$ cat src/rtl/arb_pkg.sv
// Shared types and constants for the two-port L1-to-memory bus arbiter.
package arb_pkg;

    localparam int N_REQ  = 2;
    localparam int ADDR_W = 15;

    typedef enum logic [1:0] {
        IDLE   = 2'd0,
        GRANT0 = 2'd1,
        GRANT1 = 2'd2,
        TURN   = 2'd3
    } arb_state_t;

endpackage

$ cat src/rtl/hold_timer.sv
// Saturating grant-hold counter; tc_o flags the edge at which the count is (or stays) at MAX_HOLD.
module hold_timer #(
    parameter int MAX_HOLD = 16,
    localparam int CNT_W   = $clog2(MAX_HOLD + 1)
) (
    input  logic clk_i,
    input  logic reset_i,
    input  logic clear_i,
    input  logic enable_i,
    output logic tc_o
);

    localparam logic [CNT_W-1:0] MAX_C = CNT_W'(MAX_HOLD);

    logic [CNT_W-1:0] count_q;
    logic [CNT_W-1:0] count_d;

    always_comb begin
        count_d = count_q;
        if (clear_i) begin
            count_d = '0;
        end else if (enable_i && (count_q != MAX_C)) begin
            count_d = count_q + 1'b1;
        end
    end

    assign tc_o = enable_i & ~clear_i & (count_d == MAX_C);

    always_ff @(posedge clk_i) begin
        if (reset_i) begin
            count_q <= '0;
        end else begin
            count_q <= count_d;
        end
    end

endmodule

$ cat src/rtl/mem_bus_arbiter.sv
// Round-robin arbiter granting one of two L1 controllers the memory bus, with a turnaround cycle.
//   state  | meaning
//   IDLE   | no owner, arbitrate on sampled req
//   GRANT0 | controller 0 owns the bus
//   GRANT1 | controller 1 owns the bus
//   TURN   | one dead cycle after release, then arbitrate again
module mem_bus_arbiter
    import arb_pkg::*;
#(
    parameter int n        = 32,
    parameter int MAX_HOLD = 16
) (
    input  logic              clk,
    input  logic              reset,
    input  logic [N_REQ-1:0]  req,
    input  logic [N_REQ-1:0]  done,
    input  logic [ADDR_W-1:0] addr0,
    input  logic [ADDR_W-1:0] addr1,
    input  logic              load0,
    input  logic              load1,
    input  logic              store0,
    input  logic              store1,
    input  logic [n-1:0]      wdata0,
    input  logic [n-1:0]      wdata1,
    output logic [N_REQ-1:0]  grant,
    output logic              bus_owner,
    output logic [ADDR_W-1:0] bus_addr,
    output logic              bus_load,
    output logic              bus_store,
    output logic [n-1:0]      bus_wdata,
    output logic [N_REQ-1:0]  stall,
    output logic              timeout
);

    arb_state_t       state_q, state_d;
    logic             last_owner_q, last_owner_d;
    logic [N_REQ-1:0] grant_q, grant_d;
    logic             timeout_q, timeout_d;
    logic             in_grant, next_in_grant, cur_owner, other_pending, hold_tc;

    always_comb begin
        state_d      = state_q;
        last_owner_d = last_owner_q;
        case (state_q)
            IDLE, TURN: begin
                if (req[0] && req[1]) begin
                    state_d = last_owner_q ? GRANT0 : GRANT1;
                end else if (req[0]) begin
                    state_d = GRANT0;
                end else if (req[1]) begin
                    state_d = GRANT1;
                end else begin
                    state_d = IDLE;
                end
            end
            GRANT0: begin
                if (done[0] || !req[0]) begin
                    state_d      = TURN;
                    last_owner_d = 1'b0;
                end
            end
            GRANT1: begin
                if (done[1] || !req[1]) begin
                    state_d      = TURN;
                    last_owner_d = 1'b1;
                end
            end
            default: state_d = IDLE;
        endcase
    end

    assign in_grant      = (state_q == GRANT0) || (state_q == GRANT1);
    assign next_in_grant = (state_d == GRANT0) || (state_d == GRANT1);
    assign cur_owner     = (state_q == GRANT1);
    assign other_pending = cur_owner ? req[0] : req[1];

    // Grant is registered from the next state so it lines up with state_q without a req->grant path.
    assign grant_d   = {state_d == GRANT1, state_d == GRANT0};
    assign timeout_d = timeout_q | (hold_tc & other_pending);

    hold_timer #(
        .MAX_HOLD(MAX_HOLD)
    ) u_hold_timer (
        .clk_i   (clk),
        .reset_i (reset),
        .clear_i (~in_grant & next_in_grant),
        .enable_i(in_grant),
        .tc_o    (hold_tc)
    );

    always_ff @(posedge clk) begin
        if (reset) begin
            state_q      <= IDLE;
            last_owner_q <= 1'b1;
            grant_q      <= '0;
            timeout_q    <= 1'b0;
        end else begin
            state_q      <= state_d;
            last_owner_q <= last_owner_d;
            grant_q      <= grant_d;
            timeout_q    <= timeout_d;
        end
    end

    always_comb begin
        bus_addr  = '0;
        bus_load  = 1'b0;
        bus_store = 1'b0;
        bus_wdata = '0;
        case (grant_q)
            2'b01: begin
                bus_addr  = addr0;
                bus_load  = load0;
                bus_store = store0;
                bus_wdata = wdata0;
            end
            2'b10: begin
                bus_addr  = addr1;
                bus_load  = load1;
                bus_store = store1;
                bus_wdata = wdata1;
            end
            default: ;
        endcase
    end

    assign grant     = grant_q;
    assign bus_owner = in_grant ? cur_owner : last_owner_q;
    assign stall     = (req & ~grant_q) | (grant_q & ~done);
    assign timeout   = timeout_q;

endmodule

$ cat config.mk
export PLATFORM = sky130hd
export DESIGN_NAME = mem_bus_arbiter
export DESIGN_NICKNAME = d
export VERILOG_FILES = /design/src/rtl/arb_pkg.sv /design/src/rtl/hold_timer.sv /design/src/rtl/mem_bus_arbiter.sv
export SDC_FILE = /design/constraint.sdc
export NUM_CORES = 1
export LEC_CHECK = 0
export BUFFER_PORTS_ARGS = -buffer_cell sky130_fd_sc_hd__buf_2
export CAP_MARGIN = 20
export CORE_ASPECT_RATIO = 0.75
export CORE_UTILIZATION = 36
export DETAILED_ROUTE_END_ITERATION = 6
export GPL_TIMING_DRIVEN = 0
export PLACE_DENSITY = 0.87
export SLEW_MARGIN = 15
export SYNTH_ARGS = -nofsm -noshare
export SYNTH_HDL_FRONTEND = slang
export SYNTH_SLANG_ARGS = --single-unit
$ cat constraint.sdc
create_clock -name clk -period 3.6 [get_ports clk]
set_input_delay 0 -clock clk [delete_from_list [all_inputs] [get_ports clk]]
set_output_delay 0 -clock clk [all_outputs]
set_load 0.03 [all_outputs]
Word-level counts from Yosys, hierarchy flattened
Index checks and enable logic that the tools add are counted.
{ "totals": {"word_cells": 59, "regBits": 11, "output_inout_bits": 55, "in_bits": 104} }
{ "op_classes": {"n_mux": 18, "addsub": 1, "n_reduce_logical": 12, "bitwise_logic": 12, "n_eq_ne": 11} }
{ "ops": {"columns": ["operator", "n"], "rows": [
  ["$pmux 32 s2", 1],
  ["$pmux 15 s2", 1],
  ["$mux 2", 6],
  ["$mux 5", 2],
  ["$eq 2x2->1 const B", 4],
  ["$eq 2x1->1 const B", 3],
  ["$pmux 1 s2", 3],
  ["$pmux 2 s3", 1],
  ["$add 5x1->5 const B", 1],
  ["$eq 5x5->1 const B", 1],
  ["$ne 5x5->1 const B", 1],
  ["$and 1x1->1", 4],
  ["$and 2x2->2", 2],
  ["$logic_or 1x1->1", 4],
  ["$mux 1", 4],
  ["$not 2->2", 2],
  ["$reduce_and 3->1", 1],
  ["$logic_and 1x1->1", 2],
  ["$logic_not 1->1", 2],
  ["$logic_not 2->1", 1],
  ["$ne 2x1->1 const B", 1],
  ["$ne 2x2->1 const B", 1],
  ["$not 1->1", 2],
  ["$or 2x2->2", 1],
  ["3 further kinds", 3]
]} }

Depth between registers and ports, before layout
Gate-level depths: netlist of run 1.
{ "depth": {"ltp_word": 12, "mapped_depth": 11, "mapped_depth_nobuf": 10} }

Hierarchy
Synthesis of run 1 repeated with hierarchy kept, for this count alone.
{ "unflattened": {"cells_unflattened": 198, "hier_area_um2": 1385.1} }
{ "by_module_without_submodules": {"columns": ["module", "cells_each", "seq_area_each_um2", "n_inst", "area_each_um2"], "rows": [
  ["mem_bus_arbiter", 162, 120.1, 1, 1061.0],
  ["hold_timer", 36, 100.1, 1, 324.1]
]} }

Worst setup path before layout of run 1
No wires, ideal clock.
{ "synth_timing": {"kind": "flip-flop to flip-flop", "start": "reg state_q[0]", "end": "reg u_hold_timer.count_q[0]", "required_ps": 3473, "setup_ps": 127, "n_path_buf": 1, "stages_incl_launch_ff": 11, "period_less_slack_ps": 2140, "path_slack_ps": 1460, "arrival_time_ps": 2013, "path_cell_list": "dfxtp_1 > inv_1 > ha_1 > clkbuf_1 > nor2_1 > a22o_1 > ha_1 > nor2b_1 > nor2_1 > mux2i_1 > nor2_1"} }
{ "synth_between": {"elab_chain_cells": 7, "elab_cells_between_ends": 17, "cone_classes": "5 x eq/ne; 5 x mux; 2 x bitwise; 5 x reduce/logical"} }
{ "synth_lines": {"columns": ["element", "line", "rtl"], "rows": [
  ["from (decl)", "mem_bus_arbiter.sv:35", "arb_state_t state_q, state_d;"],
  ["from (signal assigned)", "mem_bus_arbiter.sv:98", "state_q <= state_d;"],
  ["$eq 2x2->1 / $logic_not 2->1 (equally long branches)", "mem_bus_arbiter.sv:44", "case (state_q)"],
  ["$reduce_or 2->1", "mem_bus_arbiter.sv:44", null],
  ["$pmux 2 s3", "mem_bus_arbiter.sv:44", null],
  ["$eq 2x1->1 / $eq 2x2->1 (equally long branches)", "mem_bus_arbiter.sv:73", "assign next_in_grant = (state_d == GRANT0) || (state_d == GRANT1);"],
  ["$logic_or 1x1->1", "mem_bus_arbiter.sv:73", null],
  ["$and 1x1->1", "mem_bus_arbiter.sv:86", ".clear_i (~in_grant & next_in_grant),"],
  ["$mux 5 (*)", "hold_timer.sv:20", "if (clear_i) begin"],
  ["to (signal assigned)", "hold_timer.sv:33", "count_q <= count_d;"],
  ["to (decl)", "hold_timer.sv:15", "logic [CNT_W-1:0] count_q;"]
]} }
Mark *: on every way between the ends. The rest lies on a longest branch, timed or not.
A chain may end at the register's enable or synchronous reset.

Final worst setup path of run 1
Same ends and word-level chain as after synthesis.

==> summary.md, run 1 <==
| Metric | Value |
|---|---|
| Unrepaired setup endpoints after global routing | `false` |
| Post-synthesis sequential area ratio | `around 17%` |
| CP max stage delay | `0.39 ns` |
| Initial DRC count | `just under 80` |
| Total GRT Usage | `25.0%` |
| I/O pin count | `159` |
| Post-route ant nets | `0` |
| Layout cell share with drive strength beyond 1 | `45.6%` |
| Worst-Skew Late Latency | `0.24 ns` |
| Post-CTS setup buffers | `0` |
| Pwr dens | `748 nW/µm²` |
| Non-Filler Instances | `410` |
| Min-delay worst type | `in2reg` |
| Final hold viol count | `0` |
| Starting Density | `between 30 and 40%` |
| Slew headroom | `about two thirds` |
| Most frequent cell after synthesis | `nor2_1` |
| TritonCTS clock tree | `built` |
| Critical path type | `reg2reg` |
| Clock slew at reported path FFs | `0.05 ns` |
| H-tree Lvls | `1` |
| Number of synthesized flops with an enable pin | `0` |
| Outcome | `finished, final reports clean` |
| Clk sinks | `11` |
| Post-synth top cells | `nor2_1, a22oi_1, clkbuf_1` |
| Top cell type's share of synthesized area | `27.8%` |
| Slowest CP cell | `ha_1` |
| Clock skew | `around 0.0037 ns` |
| Post-synthesis cell type count | `26` |
| Die Wd | `72.0 µm` |
| Biggest area consumer among synthesized cells | `a22oi_1` |
| Clk buf depth | `2` |
| Max Freq | `approximately 400 MHz` |
| Final nets | `474` |
| Post_cts resized | `0` |
| Rows | `18` |
| Core area | `3400 µm²` |
| Ys Warns | `0` |
| CP Cell Sequence | `inv_1 -> ha_1 -> clkbuf_1 -> nor2_1 -> a22o_1 -> ha_1 -> nor2b_1 -> nor2_1 -> mux2i_1 -> nor2_1` |
| Initial antenna violation count | `0` |
| Crit-path max FO | `10` |
| Slew Limit Fails | `0` |
| Port bufs | `158` |
| Top cells by area, synth | `a22oi_1, dfxtp_1, nor2_1, ha_1, clkbuf_1` |
| Post-Syn Instances | `approximately 200` |
| Final HPWL DP | `4440 µm` |
| Final WL | `5300 µm` |
| Endpoints failing setup | `0` |
| Synth-to-layout area growth | `67.9%` |
| Most numerous cell on the critical path | `nor2_1` |
| Inst Count DP | `406` |
| Worst slew pin tran | `0.472 ns` |
| Fill count | `337` |
| Register Area | `220 µm²` |
| DR pass1 iterations | `4` |
| Main synth FF type | `dfxtp_1` |
| Worst path required time | `3.71 ns` |
| Antenna cells | `0` |
| Post-Syn Area | `1320 µm²` |
| Hold_buf cts | `0` |
| Hold_ws | `~0.11 ns` |
| DRC viols | `0` |
| Fin Setup TNS | `0 ns` |
| DIE AREA | `3930 µm²` |
| Via count | `about 2100` |
| Synth Area per Inst | `6.69 µm²` |
| Max Cap Viol | `0` |
| Peak supply drop | `~0.00034 V` |
| Delay-heaviest family, CP | `adder cells` |
| Area of the multi-input gates | `998 µm²` |
| Synth Register Bits | `11` |
| Crit end category | `register` |
| Die Y | `54.5 µm` |
| Root buf cell | `clkbuf_8` |
| Final Wtd Congestion | `around 0.96` |
| Vias/cell | `5.10` |
| CP Launch Type | `register` |
| Pin count of the biggest net entering global routing | `11` |
| Crit path buf inv count | `2` |
| Lkg Pwr | `between 1 and 1.5 nW` |
| Vias in the first global route | `around 1700` |
| WP data arrival | `2.59 ns` |
| Cts bufs inserted | `3` |
| Asr flop ratio synth | `0%` |
| First-pass GRT wire length | `about 7500 µm` |
| Tmin final | `2.48 ns` |
| Syn nets | `311` |
| Period utilization | `68.8%` |
| GRT overflow | `0` |
| Routed len/inst | `12.9 µm` |
[sequential cells by signal, summed over array words and instances, names as in the netlist]
signal and cells:
u_hold_timer.count_q 5, grant 2, state_q 2, last_owner_q 1
timeout 1
[layout make-up]
class	instances	area share [%]
Multi-Input combinational cell	159	44.9
Timing Repair Buffer	158	35.6
Sequential cell	11	9.91
Buffer	17	2.87
Tap cell	50	2.82
Clock buffer	4	2.03
Inverter	11	1.86
[cells by family after synthesis]
family                   share of synthesized area [%]
AO/OA/AOI/OAI                                     36.7
buffers and inverters                             7.94
XOR/XNOR                                          1.32
adder cells (fa/ha/maj)                           8.51
flip-flops                                        16.6
AND/OR/NAND/NOR                                   25.8
multiplexers                                      3.12
[where the power goes]
group          switching (mW)  leakage, nW  internal [mW]
logic                   0.887         1.05          0.456
clock network          0.0495       0.0228         0.0780
registers              0.0350       0.0899          0.157
total                   0.971         1.16          0.692
[final timing paths]
path	startpoint	end	slack, ns	depth (start not counted)
hold / removal	reset	timeout$_SDFF_PP0_	0.11	3
setup reg to reg	state_q[0]$_SDFF_PP0_	u_hold_timer.count_q[0]$_SDFF_PP0_	1.12	10
hold reg to reg	u_hold_timer.count_q[4]$_SDFF_PP0_	u_hold_timer.count_q[4]$_SDFF_PP0_	0.54	2
setup / recovery	state_q[0]$_SDFF_PP0_	u_hold_timer.count_q[0]$_SDFF_PP0_	1.12	10
[routing by layer]
| metal | GRT usage (%) | vias to the layer above | share of wire (%) |
|---|---|---|---|
| li1 | - | 1038 | - |
| met1 | 29.0 | 960 | 41 |
| met2 | 46.1 | 85 | 52 |
| met3 | 5.34 | 10 | 5.3 |
| met4 | 9.80 | 0 | 2.7 |
| met5 | 0 | - | 0 |
[stage by stage]
| stage | setup slack, ns | util, % | area (µm²) | power (mW) |
|---|---|---|---|---|
| final | 1.12 | 65.3 | 2220 | 1.66 |
| after global routing | 0.907 | 65.3 | 2220 | 1.81 |
| after CTS | 1.13 | 65.3 | 2220 | 1.66 |
| after detailed placement | 1.16 | 64.0 | 2180 | 1.53 |
| after global placement | 1.17 | 64.0 | 2180 | 1.50 |
| after floorplan | 1.46 | - | 1320 | 1.18 |
[worst min-delay path: stages]
cell and delay (ns):
buf_2 0.12, nor2b_1 0.10, a41o_1 0.10
[placed cells by master (no fill, tap or decap), types with 2 or more instances in the layout]
cell,count
a21oi_1,6
a22o_1,2
a22oi_1,49
buf_1,4
buf_2,158
clkbuf_1,14
clkbuf_8,3
dfxtp_1,11
ha_1,9
inv_1,11
mux2i_1,3
nand2_1,2
nand2b_1,5
nand3_1,4
nor2_1,58
nor2b_1,5
nor3_1,2
o21ai_0,3
xnor2_1,2
Note: power is estimated with default switching activity, not from simulation.
==> run 2: changes to the inputs <==
--- a/config.mk
+++ b/config.mk
@@ -8,10 +8,10 @@
 export BUFFER_PORTS_ARGS = -buffer_cell sky130_fd_sc_hd__buf_2
 export CAP_MARGIN = 20
 export CORE_ASPECT_RATIO = 0.75
-export CORE_UTILIZATION = 36
+export CORE_UTILIZATION = 30
 export DETAILED_ROUTE_END_ITERATION = 6
 export GPL_TIMING_DRIVEN = 0
-export PLACE_DENSITY = 0.87
+export PLACE_DENSITY = 0.77
 export SLEW_MARGIN = 15
 export SYNTH_ARGS = -nofsm -noshare
 export SYNTH_HDL_FRONTEND = slang
==> constraint.sdc (replaced) <==
create_clock -name clk -period 2.1 [get_ports clk]
set_input_delay 0 -clock clk [delete_from_list [all_inputs] [get_ports clk]]
set_output_delay 0 -clock clk [all_outputs]
set_load 0.03 [all_outputs]
==> run 2 against run 1 <==
- via count is 0.53% lower
- critical path depth is 1 higher
- global-route usage is 4.7 points lower
- register-to-register slack worse by 1.0 ns
- sequential power is 77% higher
- routed wire length is 0.98% higher
- clock power is 66% higher
- worst setup slack worse by 1.0 ns
==> summary.md, run 2 (synthesis gave the netlist of run 1 again) <==
| Metric | Value |
|---|---|
| Non-Filler Instances | `414 (was 410)` |
| Final hold viol count | `0 (unchanged)` |
| Min-delay worst type | `in2reg (unchanged)` |
| Vias in the first global route | `1631 (was 1654)` |
| Peak supply drop | `0.000836 V (was 0.000336 V)` |
| Most frequent cells in the layout | `buf_2, nor2_1, a22oi_1, inv_1, dfxtp_1 (was buf_2, nor2_1, a22oi_1, clkbuf_1)` |
| Min-delay src | `reset (unchanged)` |
| Setup ws final | `0.112 ns (was 1.12 ns)` |
| Slew Limit Fails | `0 (unchanged)` |
| CP max stage delay | `0.34 ns (was 0.39 ns)` |
| Lkg Pwr | `1.18 nW (was 1.16 nW)` |
| Starting Density | `32.1% (was 38.9%)` |
| CP Launch Type | `register (unchanged)` |
| Fill count | `415 (was 337)` |
| Final WL | `5350 µm (was 5300 µm)` |
| Pin count of the biggest net entering global routing | `14 (was 11)` |
| Outcome | `finished, final reports clean (unchanged)` |
| Port bufs | `158 (unchanged)` |
| Worst slew pin tran | `0.522 ns (was 0.472 ns)` |
| Endpoints failing setup | `0 (unchanged)` |
| Most common cell after layout, fill and taps aside | `buf_2 (unchanged)` |
| WP data arrival | `2.10 ns (was 2.59 ns)` |
| Via count | `2082 (was 2093)` |
| Worst path depth | `11 (was 10)` |
| Hold worst-path end | `timeout$_SDFF_PP0_ (unchanged)` |
| Worst path required time | `2.21 ns (was 3.71 ns)` |
| DR pass1 iterations | `4 (unchanged)` |
| Register Area | `220 µm² (unchanged)` |
| Worst r2r path cells | `11 (was 10)` |
| Clk buf depth | `2 (unchanged)` |
| I/O pin count | `159 (unchanged)` |
| Final nets | `473 (was 474)` |
| Die Wd | `78.7 µm (was 72.0 µm)` |
| Initial antenna violation count | `0 (unchanged)` |
| Cts bufs inserted | `3 (unchanged)` |
| Slowest CP cell | `dfxtp_1 (was ha_1)` |
| Die Y | `59.5 µm (was 54.5 µm)` |
| Routed len/inst | `12.9 µm (about the same)` |
| Inst Count DP | `411 (was 406)` |
| Synth-to-layout area growth | `72.0% (was 67.9%)` |
| TritonCTS clock tree | `built (unchanged)` |
| Root buf cell | `clkbuf_8 (unchanged)` |
| Vias/cell | `5.03 (was 5.10)` |
| Final Cell Area | `2280 µm² (was 2220 µm²)` |
| Initial DRC count | `77 (unchanged)` |
| Tmin final | `1.99 ns (was 2.48 ns)` |
| Placed Area | `2180 µm² (about the same)` |
| First-pass GRT wire length | `7490 µm (unchanged)` |
| DRC viols | `0 (unchanged)` |
| Total GRT Usage | `20.2% (was 25.0%)` |
| Area of the multi-input gates | `1030 µm² (was 998 µm²)` |
| RR Endpoint | `u_hold_timer.count_q[0]$_SDFF_PP0_ (unchanged)` |
| Critical path type | `reg2reg (unchanged)` |
| Final Wtd Congestion | `0.862 (was 0.959)` |
| H-tree Lvls | `1 (unchanged)` |
| Slew headroom | `65.2% (was 68.5%)` |
| Delay-heaviest family, CP | `adder cells (unchanged)` |
| Most numerous cell on the critical path | `nor2_1 (unchanged)` |
| R2R Setup Slk | `0.11 ns (was 1.12 ns)` |
| Top reg by flops | `u_hold_timer.count_q (unchanged)` |
| Max Cap Viol | `0 (unchanged)` |
| Final HPWL DP | `4320 µm (was 4440 µm)` |
| Pwr dens | `1360 nW/µm² (was 748 nW/µm²)` |
| Max reg flops | `5 (unchanged)` |
| Clock skew | `0.000945 ns (was 0.00375 ns)` |
| GRT overflow | `0 (unchanged)` |
| Crit-path max FO | `10 (unchanged)` |
| Max Freq | `503 MHz (was 404 MHz)` |
| Post-route ant nets | `0 (unchanged)` |
| Hold_buf cts | `0 (unchanged)` |
| Period utilization | `94.7% (was 68.8%)` |
| CP Cell Sequence | `inv_1 -> ha_4 -> clkbuf_8 -> nor2_1 -> a22o_1 -> inv_1 -> ha_4 -> nor2b_4 -> nor2_1 -> mux2i_1 -> nor2_1 (was inv_1 -> ha_1 -> clkbuf_1 -> nor2_1 -> a22o_1 -> ha_1 -> nor2b_1 -> nor2_1 -> mux2i_1 -> nor2_1)` |
| Clk sinks | `11 (unchanged)` |
| Antenna cells | `0 (unchanged)` |
| WHS Path Cells | `3 (unchanged)` |
| Crit end category | `register (unchanged)` |
| Core area | `4130 µm² (was 3400 µm²)` |
| Reg-to-reg startpoint | `state_q[0]$_SDFF_PP0_ (unchanged)` |
| Rows | `20 (was 18)` |
| Fin Setup TNS | `0 ns (unchanged)` |
| Layout cell share with drive strength beyond 1 | `48.2% (was 45.6%)` |
| Crit path buf inv count | `3 (was 2)` |
| DIE AREA | `4680 µm² (was 3930 µm²)` |
| Clock slew at reported path FFs | `0.05 ns (about the same)` |
| Pre-CTS WS | `-0.204 ns (was 1.16 ns)` |
| Worst-Skew Late Latency | `0.23 ns (was 0.24 ns)` |
==> run 2: cell types whose count changed in the layout (fill, tap and decap cells not counted), sizes merged <==
cell    previous run  this run
clkbuf            17        15
buf              162       163
==> run 2: area by class of cell <==
| cell class | count | share of cell area [%] |
|---|---|---|
| Multi-Input combinational cell | 159 | 45.4 |
| Timing Repair Buffer | 159 | 35.1 |
| Sequential cell | 11 | 9.67 |
| Buffer | 15 | 3.08 |
| Tap cell | 55 | 3.02 |
| Clock buffer | 4 | 1.98 |
| Inverter | 11 | 1.81 |
==> run 2: routing by layer <==
layer,share of wire [%],global-route usage (%)
met1,44,25.8
met2,49,35.9
met3,5.5,2.31
met4,1.8,6.61
met5,0,0
==> run 2: report_power, final <==
group / total, mW / switching, mW / leakage (nW) / internal, mW
combinational: 2.55 / 1.60 / 1.07 / 0.945
clock: 0.211 / 0.0775 / 0.0228 / 0.133
sequential: 0.339 / 0.0687 / 0.0899 / 0.270
total: 3.10 / 1.75 / 1.18 / 1.35
==> run 2: repair_timing <==
| item | in CTS | in global routing |
|---|---|---|
| endpoints found under the setup margin | 14 | 41 |
| buffers inserted | 0 | 1 |
| pin swaps | 0 | 1 |
| resized for setup | 6 | 7 |
==> run 2: worst min-delay path, stage by stage <==
cell and delay [ns]:
buf_2 0.12, nor2b_1 0.10, a41o_1 0.10
==> run 2: how the worst max path moves through the flow <==
| stage | slack (ns) | startpoint | endpoint |
|---|---|---|---|
| finish | 0.11 | state_q[0]$_SDFF_PP0_ | u_hold_timer.count_q[0]$_SDFF_PP0_ |
| global route | -0.009 | state_q[0]$_SDFF_PP0_ | u_hold_timer.count_q[0]$_SDFF_PP0_ |
| CTS | 0.0004 | state_q[0]$_SDFF_PP0_ | u_hold_timer.count_q[0]$_SDFF_PP0_ |
| detailed placement | -0.20 | state_q[0]$_SDFF_PP0_ | u_hold_timer.count_q[0]$_SDFF_PP0_ |
| global placement | -0.17 | state_q[0]$_SDFF_PP0_ | u_hold_timer.count_q[0]$_SDFF_PP0_ |
| floorplan | 0.05 | state_q[0]$_SDFF_PP0_ | u_hold_timer.count_q[0]$_SDFF_PP0_ |
==> run 2: per-stage QoR <==
| stage | utilization (%) | hold slack [ns] | total power [mW] |
|---|---|---|---|
| after global placement | 52.9 | 0.301 | 2.62 |
| after floorplan | - | 0.183 | 2.04 |
| final | 55.2 | 0.115 | 3.10 |
| after CTS | 54.4 | 0.113 | 2.94 |
| after global routing | 55.2 | 0.142 | 3.34 |
| after detailed placement | 52.9 | 0.320 | 2.65 |
